[src/rtl/layout_context_stack.sv]
`default_nettype none
// ============================================================================
// Module      : layout_context_stack
// Description : Layout-state engine for the HTML renderer. Holds the current
//               layout frame (text cursor, text colour/size, block box and
//               block colours) and a hardware stack of parent frames, so that
//               nested block elements save their parent context on open and
//               restore it on close. Tracks the glyph-advance cursor and
//               breaks lines against the current block's content edge.
// Revision    : 1.0 - initial release
// ----------------------------------------------------------------------------
// Ports
//   clock             in   system clock, all state on posedge
//   resetn            in   synchronous active-low reset
//   push              in   open block element (save frame, start child)
//   pop               in   close block element (restore parent frame)
//   att_valid         in   attribute strobe for the current frame
//   att_type          in   `ATT_* attribute code
//   att_value         in   attribute value
//   glyph_adv         in   one glyph drawn at cur_x/cur_y, advance cursor
//   newline           in   force line break
//   cur_x / cur_y     out  text cursor
//   text_color        out  current text colour
//   text_size         out  current text scale
//   rect_x/y/w/h      out  current block box
//   rect_bg           out  block background colour
//   rect_border_color out  block border colour
//   rect_border_en    out  block border enable
//   depth             out  stack pointer (nesting level)
//   overflow          out  sticky: push attempted with a full stack
//   underflow         out  sticky: pop attempted at root
//   clipped           out  sticky: cursor reached SCREEN_H
//   hclipped          out  sticky: cursor saturated at SCREEN_W-1
//                          (present only without LAYOUT_WORD_WRAP_EN)
// Configuration macro
//   LAYOUT_WORD_WRAP_EN : defined   -> glyph advance wraps at the right edge
//                         undefined -> no wrap, cur_x saturates, hclipped port
// Priority of coincident strobes: pop > push > att_valid > glyph_adv > newline
// ============================================================================

`ifndef ATTRIBUTE_TYPE_BITES
`define ATTRIBUTE_TYPE_BITES 4
`endif
`ifndef ATTRIBUTE_VAL_BITES
`define ATTRIBUTE_VAL_BITES 9
`endif
`ifndef ATT_COLOR
`define ATT_COLOR   4'd1
`define ATT_SIZE    4'd2
`define ATT_WIDTH   4'd3
`define ATT_HEIGHT  4'd4
`define ATT_BG      4'd5
`define ATT_BORDER  4'd6
`define ATT_MARGIN  4'd7
`define ATT_PADDING 4'd8
`endif

module layout_context_stack #(
   parameter int X_W      = 9,
   parameter int Y_W      = 8,
   parameter int COLOR_W  = 3,
   parameter int SIZE_W   = 4,
   parameter int DEPTH    = 4,
   parameter int SCREEN_W = 320,
   parameter int SCREEN_H = 240,
   parameter int FONT_W   = 5,
   parameter int FONT_H   = 7,
   parameter int KERN     = 1
) (
   input  logic                              clock,
   input  logic                              resetn,
   input  logic                              push,
   input  logic                              pop,
   input  logic                              att_valid,
   input  logic [`ATTRIBUTE_TYPE_BITES-1:0]  att_type,
   input  logic [`ATTRIBUTE_VAL_BITES-1:0]   att_value,
   input  logic                              glyph_adv,
   input  logic                              newline,
   output logic [X_W-1:0]                    cur_x,
   output logic [Y_W-1:0]                    cur_y,
   output logic [COLOR_W-1:0]                text_color,
   output logic [SIZE_W-1:0]                 text_size,
   output logic [X_W-1:0]                    rect_x,
   output logic [Y_W-1:0]                    rect_y,
   output logic [X_W-1:0]                    rect_w,
   output logic [Y_W-1:0]                    rect_h,
   output logic [COLOR_W-1:0]                rect_bg,
   output logic [COLOR_W-1:0]                rect_border_color,
   output logic                              rect_border_en,
   output logic [$clog2(DEPTH+1)-1:0]        depth,
   output logic                              overflow,
   output logic                              underflow,
   output logic                              clipped
`ifndef LAYOUT_WORD_WRAP_EN
   ,
   output logic                              hclipped
`endif
);

   // Stack pointer width, stack address width and the width used for all
   // cursor arithmetic (wide enough that no intermediate sum can wrap).
   localparam int c_dw = $clog2(DEPTH + 1);
   localparam int c_aw = (DEPTH > 1) ? $clog2(DEPTH) : 1;
   localparam int c_ww = ((X_W > Y_W) ? X_W : Y_W) + SIZE_W + 2;

   localparam logic [c_dw-1:0] c_depth_max = c_dw'(DEPTH);
   localparam logic [c_ww-1:0] c_adv_unit  = c_ww'(FONT_W + KERN);
   localparam logic [c_ww-1:0] c_font_h    = c_ww'(FONT_H);
   localparam logic [c_ww-1:0] c_screen_h  = c_ww'(SCREEN_H);
`ifdef LAYOUT_WORD_WRAP_EN
   localparam logic [c_ww-1:0] c_font_w    = c_ww'(FONT_W);
   localparam logic [c_ww-1:0] c_screen_w  = c_ww'(SCREEN_W);
`else
   localparam logic [c_ww-1:0] c_screen_w_m1 = c_ww'(SCREEN_W - 1);
`endif

   // One layout frame. base_x/base_y record where the block was opened
   // (parent content-left and parent cursor y); MARGIN offsets from them, so
   // re-applying MARGIN or mixing it with PADDING never accumulates.
   typedef struct packed {
      logic [X_W-1:0]     cur_x;
      logic [Y_W-1:0]     cur_y;
      logic [COLOR_W-1:0] color;
      logic [SIZE_W-1:0]  size;
      logic [X_W-1:0]     rect_x;
      logic [Y_W-1:0]     rect_y;
      logic [X_W-1:0]     rect_w;
      logic [Y_W-1:0]     rect_h;
      logic [COLOR_W-1:0] bg;
      logic               border_en;
      logic [COLOR_W-1:0] border_color;
      logic [X_W-1:0]     pad;
      logic [X_W-1:0]     margin;
      logic [X_W-1:0]     base_x;
      logic [Y_W-1:0]     base_y;
   } frame_t;

   frame_t            r_f;
   frame_t            r_stack [0:(2**c_aw)-1];
   logic [c_dw-1:0]   r_depth;
   logic              r_overflow;
   logic              r_underflow;
   logic              r_clipped;
`ifndef LAYOUT_WORD_WRAP_EN
   logic              r_hclipped;
   logic              w_nhclp;
`endif

   frame_t            w_nf;
   frame_t            w_root;
   frame_t            w_parent;
   logic [c_dw-1:0]   w_nd;
   logic              w_novf;
   logic              w_nunf;
   logic              w_nclp;
   logic              w_push_ok;
   logic [c_aw-1:0]   w_pop_idx;

   logic [c_ww-1:0]   w_size;
   logic [c_ww-1:0]   w_left;
   logic [c_ww-1:0]   w_line;
   logic [c_ww-1:0]   w_nx;
   logic [c_ww-1:0]   w_child_bot;
   logic [c_ww-1:0]   w_child_txt;
   logic [c_ww-1:0]   w_y_req;
   logic              w_y_upd;
   logic [SIZE_W-1:0] w_att_size;
`ifdef LAYOUT_WORD_WRAP_EN
   logic [c_ww-1:0]   w_right;
`endif

   // ------------------------------------------------------------------------
   // Root frame: full-screen block, cursor at origin, text scale 1.
   // ------------------------------------------------------------------------
   always_comb begin
      w_root        = '0;
      w_root.size   = SIZE_W'(1);
      w_root.rect_w = X_W'(SCREEN_W);
      w_root.rect_h = Y_W'(SCREEN_H);
   end

   // ------------------------------------------------------------------------
   // Geometry of the current frame.
   // ------------------------------------------------------------------------
   assign w_size      = c_ww'(r_f.size);
   assign w_left      = c_ww'(r_f.rect_x) + c_ww'(r_f.pad);
   assign w_line      = c_font_h * w_size;
   assign w_nx        = c_ww'(r_f.cur_x) + (c_adv_unit * w_size);
   // The lowest point a closing child has consumed: its declared box plus
   // margin, or the bottom of its last text line, whichever is further down.
   assign w_child_bot = c_ww'(r_f.rect_y) + c_ww'(r_f.rect_h) + c_ww'(r_f.margin);
   assign w_child_txt = c_ww'(r_f.cur_y) + w_line;
`ifdef LAYOUT_WORD_WRAP_EN
   // A zero-width block is unconstrained and extends to the screen edge.
   assign w_right     = (r_f.rect_w == '0) ? c_screen_w
                        : (c_ww'(r_f.rect_x) + c_ww'(r_f.rect_w) - c_ww'(r_f.pad));
`endif

   assign w_pop_idx   = c_aw'(r_depth - 1'b1);
   assign w_parent    = r_stack[w_pop_idx];
   assign w_push_ok   = !pop && push && (r_depth < c_depth_max);
   assign w_att_size  = SIZE_W'(att_value);

   // ------------------------------------------------------------------------
   // Next-frame logic. Exactly one strobe is honoured per cycle; any cursor-y
   // change is routed through w_y_req so clipping is handled in one place.
   // ------------------------------------------------------------------------
   always_comb begin
      w_nf    = r_f;
      w_nd    = r_depth;
      w_novf  = r_overflow;
      w_nunf  = r_underflow;
      w_nclp  = r_clipped;
`ifndef LAYOUT_WORD_WRAP_EN
      w_nhclp = r_hclipped;
`endif
      w_y_upd = 1'b0;
      w_y_req = '0;

      if (pop) begin
         if (r_depth != '0) begin
            w_nf       = w_parent;
            w_nf.cur_x = w_parent.rect_x + w_parent.pad;
            w_y_req    = c_ww'(w_parent.cur_y);
            if (w_child_bot > w_y_req) begin
               w_y_req = w_child_bot;
            end
            if (w_child_txt > w_y_req) begin
               w_y_req = w_child_txt;
            end
            w_y_upd = 1'b1;
            w_nd    = r_depth - 1'b1;
         end else begin
            // Closing the root: restore root defaults but keep the cursor.
            w_nunf     = 1'b1;
            w_nf       = w_root;
            w_nf.cur_x = r_f.cur_x;
            w_nf.cur_y = r_f.cur_y;
         end
      end else if (push) begin
         if (w_push_ok) begin
            w_nf.rect_x       = X_W'(w_left);
            w_nf.rect_y       = r_f.cur_y;
            w_nf.rect_w       = '0;
            w_nf.rect_h       = '0;
            w_nf.bg           = '0;
            w_nf.border_en    = 1'b0;
            w_nf.border_color = '0;
            w_nf.pad          = '0;
            w_nf.margin       = '0;
            w_nf.base_x       = X_W'(w_left);
            w_nf.base_y       = r_f.cur_y;
            w_nf.cur_x        = X_W'(w_left);
            w_nf.cur_y        = r_f.cur_y;
            w_nd              = r_depth + 1'b1;
         end else begin
            w_novf = 1'b1;
         end
      end else if (att_valid) begin
         case (att_type)
            `ATT_COLOR:   w_nf.color  = COLOR_W'(att_value);
            `ATT_SIZE:    w_nf.size   = (w_att_size == '0) ? SIZE_W'(1) : w_att_size;
            `ATT_WIDTH:   w_nf.rect_w = X_W'(att_value);
            `ATT_HEIGHT:  w_nf.rect_h = Y_W'(att_value);
            `ATT_BG:      w_nf.bg     = COLOR_W'(att_value);
            `ATT_BORDER: begin
               w_nf.border_en    = 1'b1;
               w_nf.border_color = COLOR_W'(att_value);
            end
            `ATT_MARGIN: begin
               w_nf.margin = X_W'(att_value);
               w_nf.rect_x = r_f.base_x + X_W'(att_value);
               w_nf.rect_y = r_f.base_y + Y_W'(att_value);
               w_nf.cur_x  = w_nf.rect_x + w_nf.pad;
               w_y_req     = c_ww'(w_nf.rect_y) + c_ww'(w_nf.pad);
               w_y_upd     = 1'b1;
            end
            `ATT_PADDING: begin
               w_nf.pad   = X_W'(att_value);
               w_nf.cur_x = r_f.rect_x + X_W'(att_value);
               w_y_req    = c_ww'(r_f.rect_y) + c_ww'(att_value);
               w_y_upd    = 1'b1;
            end
            default: ;
         endcase
      end else if (glyph_adv) begin
`ifdef LAYOUT_WORD_WRAP_EN
         // Wrap when the glyph after this advance would cross the right edge.
         if ((w_nx + (c_font_w * w_size)) > w_right) begin
            w_nf.cur_x = X_W'(w_left);
            w_y_req    = c_ww'(r_f.cur_y) + w_line;
            w_y_upd    = 1'b1;
         end else begin
            w_nf.cur_x = X_W'(w_nx);
         end
`else
         if (w_nx > c_screen_w_m1) begin
            w_nf.cur_x = X_W'(c_screen_w_m1);
            w_nhclp    = 1'b1;
         end else begin
            w_nf.cur_x = X_W'(w_nx);
         end
`endif
      end else if (newline) begin
         w_nf.cur_x = X_W'(w_left);
         w_y_req    = c_ww'(r_f.cur_y) + w_line;
         w_y_upd    = 1'b1;
      end

      if (w_y_upd) begin
         if (w_y_req >= c_screen_h) begin
            w_nclp     = 1'b1;
            w_nf.cur_y = Y_W'(SCREEN_H - 1);
         end else begin
            w_nf.cur_y = Y_W'(w_y_req);
         end
      end
   end

   // ------------------------------------------------------------------------
   // Current-frame and status registers.
   // ------------------------------------------------------------------------
   always_ff @(posedge clock) begin
      if (!resetn) begin
         r_f         <= w_root;
         r_depth     <= '0;
         r_overflow  <= 1'b0;
         r_underflow <= 1'b0;
         r_clipped   <= 1'b0;
`ifndef LAYOUT_WORD_WRAP_EN
         r_hclipped  <= 1'b0;
`endif
      end else begin
         r_f         <= w_nf;
         r_depth     <= w_nd;
         r_overflow  <= w_novf;
         r_underflow <= w_nunf;
         r_clipped   <= w_nclp;
`ifndef LAYOUT_WORD_WRAP_EN
         r_hclipped  <= w_nhclp;
`endif
      end
   end

   // Saved parent frames. No reset: entries above depth are never read, and
   // reset returns depth to zero, which discards the whole stack.
   always_ff @(posedge clock) begin
      if (resetn && w_push_ok) begin
         r_stack[r_depth[c_aw-1:0]] <= r_f;
      end
   end

   // ------------------------------------------------------------------------
   // Outputs come straight from the current-frame registers.
   // ------------------------------------------------------------------------
   assign cur_x             = r_f.cur_x;
   assign cur_y             = r_f.cur_y;
   assign text_color        = r_f.color;
   assign text_size         = r_f.size;
   assign rect_x            = r_f.rect_x;
   assign rect_y            = r_f.rect_y;
   assign rect_w            = r_f.rect_w;
   assign rect_h            = r_f.rect_h;
   assign rect_bg           = r_f.bg;
   assign rect_border_color = r_f.border_color;
   assign rect_border_en    = r_f.border_en;
   assign depth             = r_depth;
   assign overflow          = r_overflow;
   assign underflow         = r_underflow;
   assign clipped           = r_clipped;
`ifndef LAYOUT_WORD_WRAP_EN
   assign hclipped          = r_hclipped;
`endif

endmodule

`default_nettype wire

[config.mk]
export PLATFORM = sky130hd
export DESIGN_NAME = layout_context_stack
export DESIGN_NICKNAME = d
export VERILOG_FILES = /design/src/rtl/layout_context_stack.sv
export SDC_FILE = /design/constraint.sdc
export NUM_CORES = 1
export LEC_CHECK = 0
export ABC_CLOCK_PERIOD_IN_PS = 6330
export CAP_MARGIN = 20
export CORE_MARGIN = 5
export CORE_UTILIZATION = 60
export DETAILED_ROUTE_END_ITERATION = 10
export PLACE_DENSITY = 0.79
export SYNTH_ARGS = -nofsm -noshare
export SYNTH_HDL_FRONTEND = slang
export SYNTH_SLANG_ARGS = --single-unit
export TNS_END_PERCENT = 50
[constraint.sdc]
create_clock -name clock -period 6.33 [get_ports clock]
set_input_delay 0.633 -clock clock [delete_from_list [all_inputs] [get_ports clock]]
set_output_delay 0.633 -clock clock [all_outputs]
set_load 0.01 [all_outputs]
== Word-level counts from Yosys, hierarchy flattened ==
Memories as Yosys holds them, arrays and structs flattened.
Index checks and enable logic that the tools add are counted.

* Add/sub/neg operators: 14
* Multipliers: 2
* Divide/modulo/power cells: 0
* Order comparisons: 5
* Equal/unequal tests: 12
* Shifts and indexed selects: 0
* Mux-type cells: 51
* Bitwise gates (word level): 5
* Reduce and logical (&&, ||, !) cells: 38

{| class="wikitable"
|+ Operators by type and width
! kind !! count
|-
| 100-bit 2-to-1 mux || 2
|-
| 15-bit 2-to-1 mux || 7
|-
| 9-bit 2-to-1 mux || 10
|-
| 76-bit 2-to-1 mux || 1
|-
| 66-bit 2-to-1 mux || 1
|-
| 59-bit 2-to-1 mux || 1
|-
| 17-bit 2-to-1 mux || 3
|-
| 9-bit adder || 5
|-
| 8-bit 2-to-1 mux || 4
|-
| 3-bit AND reduction || 10
|-
| 3-bit nonzero test || 8
|-
| 8-bit by 9-bit adder with 10-bit output || 2
|-
| 10-bit case mux with 2 select lines || 1
|-
| 3-bit 2-to-1 mux || 6
|-
| 9-bit case mux with 2 select lines || 1
|-
| 4-bit by 3-bit equality test with 1-bit output (second input constant) || 4
|-
| 15-bit by 8-bit greater-or-equal comparator with 1-bit output (second input constant) || 1
|-
| 15-bit greater-than comparator || 1
|-
| 2-bit nonzero test || 7
|-
| 4-bit 2-to-1 mux || 3
|-
| 9-bit by 7-bit adder with 10-bit output || 1
|-
| 9-bit by 9-bit adder with 10-bit output || 1
|-
| 10-bit by 8-bit greater-than comparator with 1-bit output || 1
|-
| 10-bit by 9-bit greater-than comparator with 1-bit output (second input constant) || 1
|-
| other kinds (26) || 45
|}

* Flip-flop bits (word level): 107
* Latch bits: 0
* Memory bits (writable): 400
* Bits in read-only memories: 0
* Word-level logic and storage cells: 148
* Memories kept: 1

{| class="wikitable"
|+ Memories
! memory !! words !! width !! read ports !! clocked after Yosys merged registers in !! write ports !! RTL line !! RTL
|-
| r_stack || 4 || 100 || 1 || 0 || 1 || 139 || <nowiki>frame_t r_stack [0:(2**c_aw)-1];</nowiki>
|}

== Depth between registers and ports, before layout ==
* Word-level depth: 13
* Depth in mapped cells: 25

== Worst setup path after synthesis ==
No wires, ideal clock.

* Path type: register to register
* Start: reg r_f, in the netlist rect_y[1]
* End: reg r_f, in the netlist cur_y[4]
* Setup time: 116 ps
* Arrival time: 5711 ps
* Path slack: 503 ps
* Cell stages (with the launch flop): 26
* Cell sequence: dfxtp_1 > inv_1 > fa_1 > inv_1 > ha_1 > fa_1 > a211oi_1 > o21bai_1 > a21oi_1 > xnor2_1 > ha_1 > nand2_1 > o31a_1 > a221o_1 > nand3_4 > mux2_2 > ha_1 > nand2b_1 > a21oi_1 > nor4_1 > o31a_1 > or2_1 > o21ai_1 > a221o_1 > a41oi_2 > o211a_1

* Cells in the longest elaborated chain, start to end: 13
* Elaborated cells on any way between the ends: 17
* Those cells by class: add/sub (3); order compare (3); mux (11)

{| class="wikitable"
|+ RTL lines
! item !! RTL line !! RTL
|-
| start: declaration || 138 || <nowiki>frame_t r_f;</nowiki>
|-
| start signal: assignment || 325 || <nowiki>r_f <= w_root;</nowiki>
|-
| start signal: assignment || 334 || <nowiki>r_f <= w_nf;</nowiki>
|-
| 8-bit by 8-bit adder with 9-bit output || 191 || <nowiki>assign w_child_bot = c_ww'(r_f.rect_y) + c_ww'(r_f.rect_h) + c_ww'(r_f.margin);</nowiki>
|-
| 9-bit by 9-bit adder with 10-bit output || 191 ||
|-
| 10-bit by 8-bit greater-than comparator with 1-bit output || 225 || <nowiki>if (w_child_bot > w_y_req) begin</nowiki>
|-
| 10-bit 2-to-1 mux || 225 ||
|-
| 15-bit 2-to-1 mux || 221 || <nowiki>if (r_depth != '0) begin</nowiki>
|-
| 15-bit 2-to-1 mux || 220 || <nowiki>if (pop) begin</nowiki>
|-
| 15-bit greater-than comparator || 228 || <nowiki>if (w_child_txt > w_y_req) begin</nowiki>
|-
| 15-bit 2-to-1 mux || 228 ||
|-
| 15-bit 2-to-1 mux || 221 ||
|-
| 15-bit 2-to-1 mux * || 220 ||
|-
| 15-bit by 8-bit greater-or-equal comparator with 1-bit output || 311 || <nowiki>if (w_y_req >= c_screen_h) begin</nowiki>
|-
| 8-bit 2-to-1 mux * || 311 ||
|-
| 8-bit 2-to-1 mux * || 310 || <nowiki>if (w_y_upd) begin</nowiki>
|}

Mark *: on every way between the ends. The rest lies on a longest branch, timed or not. The select of a mux whose other input is x is not followed.
A chain may end at the register's enable or synchronous reset.

== Worst setup path in the final report ==
* Start: reg r_f, in the netlist rect_y[1]
* End: reg r_f, in the netlist cur_y[0]

Same word-level chain as after synthesis.

==> results.cfg <==
[route]
drcViolationCount = 0
ant_nets = 0
wl_microns = 63150
wl_met2_microns = 28910
wl_met1_microns = 26130
drtPass1Iterations = 6
avgRoutedWirePerCell_microns = 26.89
met3WireLength_microns = 5940
dr_total_vias = 15359
drt_iter0_markers = 1611
vias_per_cell = 6.541
top_layer_used = met5

[placement]
hpwlAfterDp_microns = 42020
port_buffers = 91
pre_cts_ws_ns = 0.01899
place_area_sq_um = 24250
gp_congestion = 0.9537

[setup_path]
crit_top_cell = ha_1
critPathLaunchType = flip-flop
path_max_fanout = 6
critPathMaxStageDelay_ns = 0.55
setup.worst_path.class = reg2reg
cp-end-kind = flip-flop
cp_slowest_cell = fa_1
cp.required_ns = 6.74
critPathArrivalTime_ns = 6.52

[synth]
synth.distinct_cells = 75
synthArstFlopShare = 0
syn_nets = 1903
yosys_warnings = 0
avgSynthCellArea_sq_um = 13.20
ys_seq_area_frac = 0.5676
synth_cells = 1745
ys.flop_type = edfxtp_1
synth_edf_count = 364
syn-cell-area_sq_um = 23030
synth_seq_cells = 471

[clock_tree]
cts_buffers = 47
h-tree-depth = 2
clk_latency_ns = 0.60
clock-root-buffer = clkbuf_16
ctsHoldBuffers = 0
clkTransAtPathRegs_ns = 0.06
cts_num_sinks = 471
cts_tree = built
cts_buffer_depth = 3

[global_route]
grt_max_degree = 72
grt_first_pass_wirelength_microns = 93630
grt_pass1_vias = 14998
antenna_found_initial = 3
grt_overflow = 0
grt.total_usage = 0.2975

[job]
cap_violations = 0

[timing]
whs_ns = 0.4738
setup_slack_ns = 0.2218
tightest_slew_ns = 0.9985
setup_viol = 0
finalCriticalPeriod_ns = 6.108
drv_slew = 0
hold_viol_final = 0
max_freq_ghz = 0.1637
fin_crit_sh = 0.9650
slew_headroom = 0.3343
final.setup_skew_ns = 0.03806

[floorplan]
coreArea_sq_um = 37760
dieArea_sq_um = 42410
start_util = 0.6100
die_x_microns = 205.9
rows = 71
die_y_microns = 205.9
ioPinCount = 92

[final_layout]
postLayoutCellArea_sq_um = 25930
layout_common_cells = 364 x edfxtp_1, 125 x nand2_1, 115 x o21ai_0
drive_gt1_frac = 0.1378
mostFrequentLayoutCell = edfxtp_1
final_nets = 1956
area_growth_syn_to_layout_pct = 12.57

[power_and_ir_drop]
max-vdd-ir-drop_v = 0.0002402
p_leak_nw = 9.211
power_density_nw_per_um2 = 488.5

[min_path]
holdCritPathClass = reg2reg

[run_status]
outcome = completed
[cell type report]
type                            instances  area [sq um]
Sequential cell                       471         13080
Fill cell                            2636         11830
Multi-Input combinational cell       1076          9097
Timing Repair Buffer                  137          1301
Clock buffer                           59          1282
Tap cell                              511         639.4
Clock inverter                         28         281.5
Inverter                               65         244.0
Antenna cell                            1         2.502
[metrics by stage]
| step | power, mW | utilization | TNS (ns) | cells |
|---|---|---|---|---|
| floorplan | 8.041 | - | 0 | 1745 |
| detailed placement | 9.609 | 0.6424 | 0 | 2255 |
| global placement | 9.516 | 0.6424 | 0 | 2255 |
| global route | 13.31 | 0.6866 | -0.1209 | 2347 |
| finish | 12.66 | 0.6867 | 0 | 2348 |
| CTS | 12.45 | 0.6839 | 0 | 2342 |
[cells by family (layout without fill, tap and decap cells)]
group	count (synthesis)	count (layout)	share of synthesized area
simple gates	327	328	0.06323
xor+xnor	68	68	0.02586
buf+inv	199	289	0.04319
mux	105	105	0.09501
fa+ha+maj	138	138	0.08312
other cells	0	1	0
flops	471	471	0.5676
compound gates	437	437	0.1220
[synth_stat cells (3+ instances only)]
cell type / instances / area share
nor2_1: 101 / 0.016
a22oi_1: 14 / 0.0046
a21oi_1: 93 / 0.020
and2_1: 6 / 0.0016
clkbuf_1: 49 / 0.0080
nand2_1: 125 / 0.020
o21a_1: 10 / 0.0033
mux4_2: 90 / 0.088
nor3_1: 25 / 0.0054
a211oi_1: 25 / 0.0081
buf_2: 6 / 0.0013
edfxtp_1: 364 / 0.47
nor4b_1: 3 / 0.0011
buf_1: 15 / 0.0024
a221oi_1: 18 / 0.0068
buf_4: 64 / 0.021
or3_1: 4 / 0.0011
or4_1: 3 / 0.00098
nand4_1: 4 / 0.0011
a221o_1: 5 / 0.0022
o22ai_1: 10 / 0.0027
dfxtp_1: 107 / 0.093
o31a_1: 5 / 0.0019
o21bai_1: 12 / 0.0039
mux2_2: 5 / 0.0024
nor2b_1: 21 / 0.0057
o211ai_1: 8 / 0.0026
xnor2_1: 52 / 0.020
a31oi_1: 50 / 0.014
fa_1: 25 / 0.022
and3_1: 8 / 0.0022
inv_1: 64 / 0.010
a211o_1: 3 / 0.0011
xor2_1: 16 / 0.0061
a2111oi_0: 4 / 0.0015
mux2i_1: 9 / 0.0039
ha_1: 113 / 0.061
a21o_1: 22 / 0.0072
nand2b_1: 6 / 0.0016
o21ai_0: 117 / 0.025
o21ai_1: 5 / 0.0011
nand3_1: 14 / 0.0030
[critical path: cells and delay by family (launching register included)]
family / cells / cell delay [ns]
AO/OA/AOI/OAI: 11 / 2.56
XOR/XNOR: 1 / 0.12
adder cells (fa/ha/maj): 5 / 1.70
buffers and inverters: 2 / 0.13
flip-flops: 1 / 0.33
multiplexers: 1 / 0.37
AND/OR/NAND/NOR: 5 / 0.73
[path summary, 6_finish.rpt]
check | from | endpoint | slack, ns | depth (start not counted)
hold reg to reg | underflow | underflow | 0.47 | 2
hold / removal | underflow | underflow | 0.47 | 2
setup reg to reg | rect_y[1] | cur_y[0] | 0.22 | 25
setup / recovery | rect_y[1] | cur_y[0] | 0.22 | 25
[timing repair]
item	4_1_cts	5_1_grt
setup endpoints to repair	6	9
pin swaps	0	6
cloned	0	1
buffers inserted	0	3
gates resized for setup	1	14
[sequential cells by signal (all words and copies together), names as in the netlist, 3 cells and up]
signal and count:
text_color 3, text_size 4, rect_bg 3, cur_x 9, rect_border_color 3, r_f 35
rect_y 8, rect_x 9, depth 3, r_stack 364, cur_y 8, rect_w 9
rect_h 8
[power by group]
group,total (mW),internal (mW),switching [mW]
combinational,5.80,2.55,3.25
sequential,4.06,3.73,0.332
clock,2.81,1.61,1.20
total,12.7,7.89,4.78
[metal layers]
metal  vias to the layer above  GRT usage
li1                       6740          -
met5                         -          0
met2                       765     0.4598
met1                      7719     0.4245
met4                         6    0.09862
met3                       129    0.06747
Note: power is estimated with default switching activity, not from simulation.
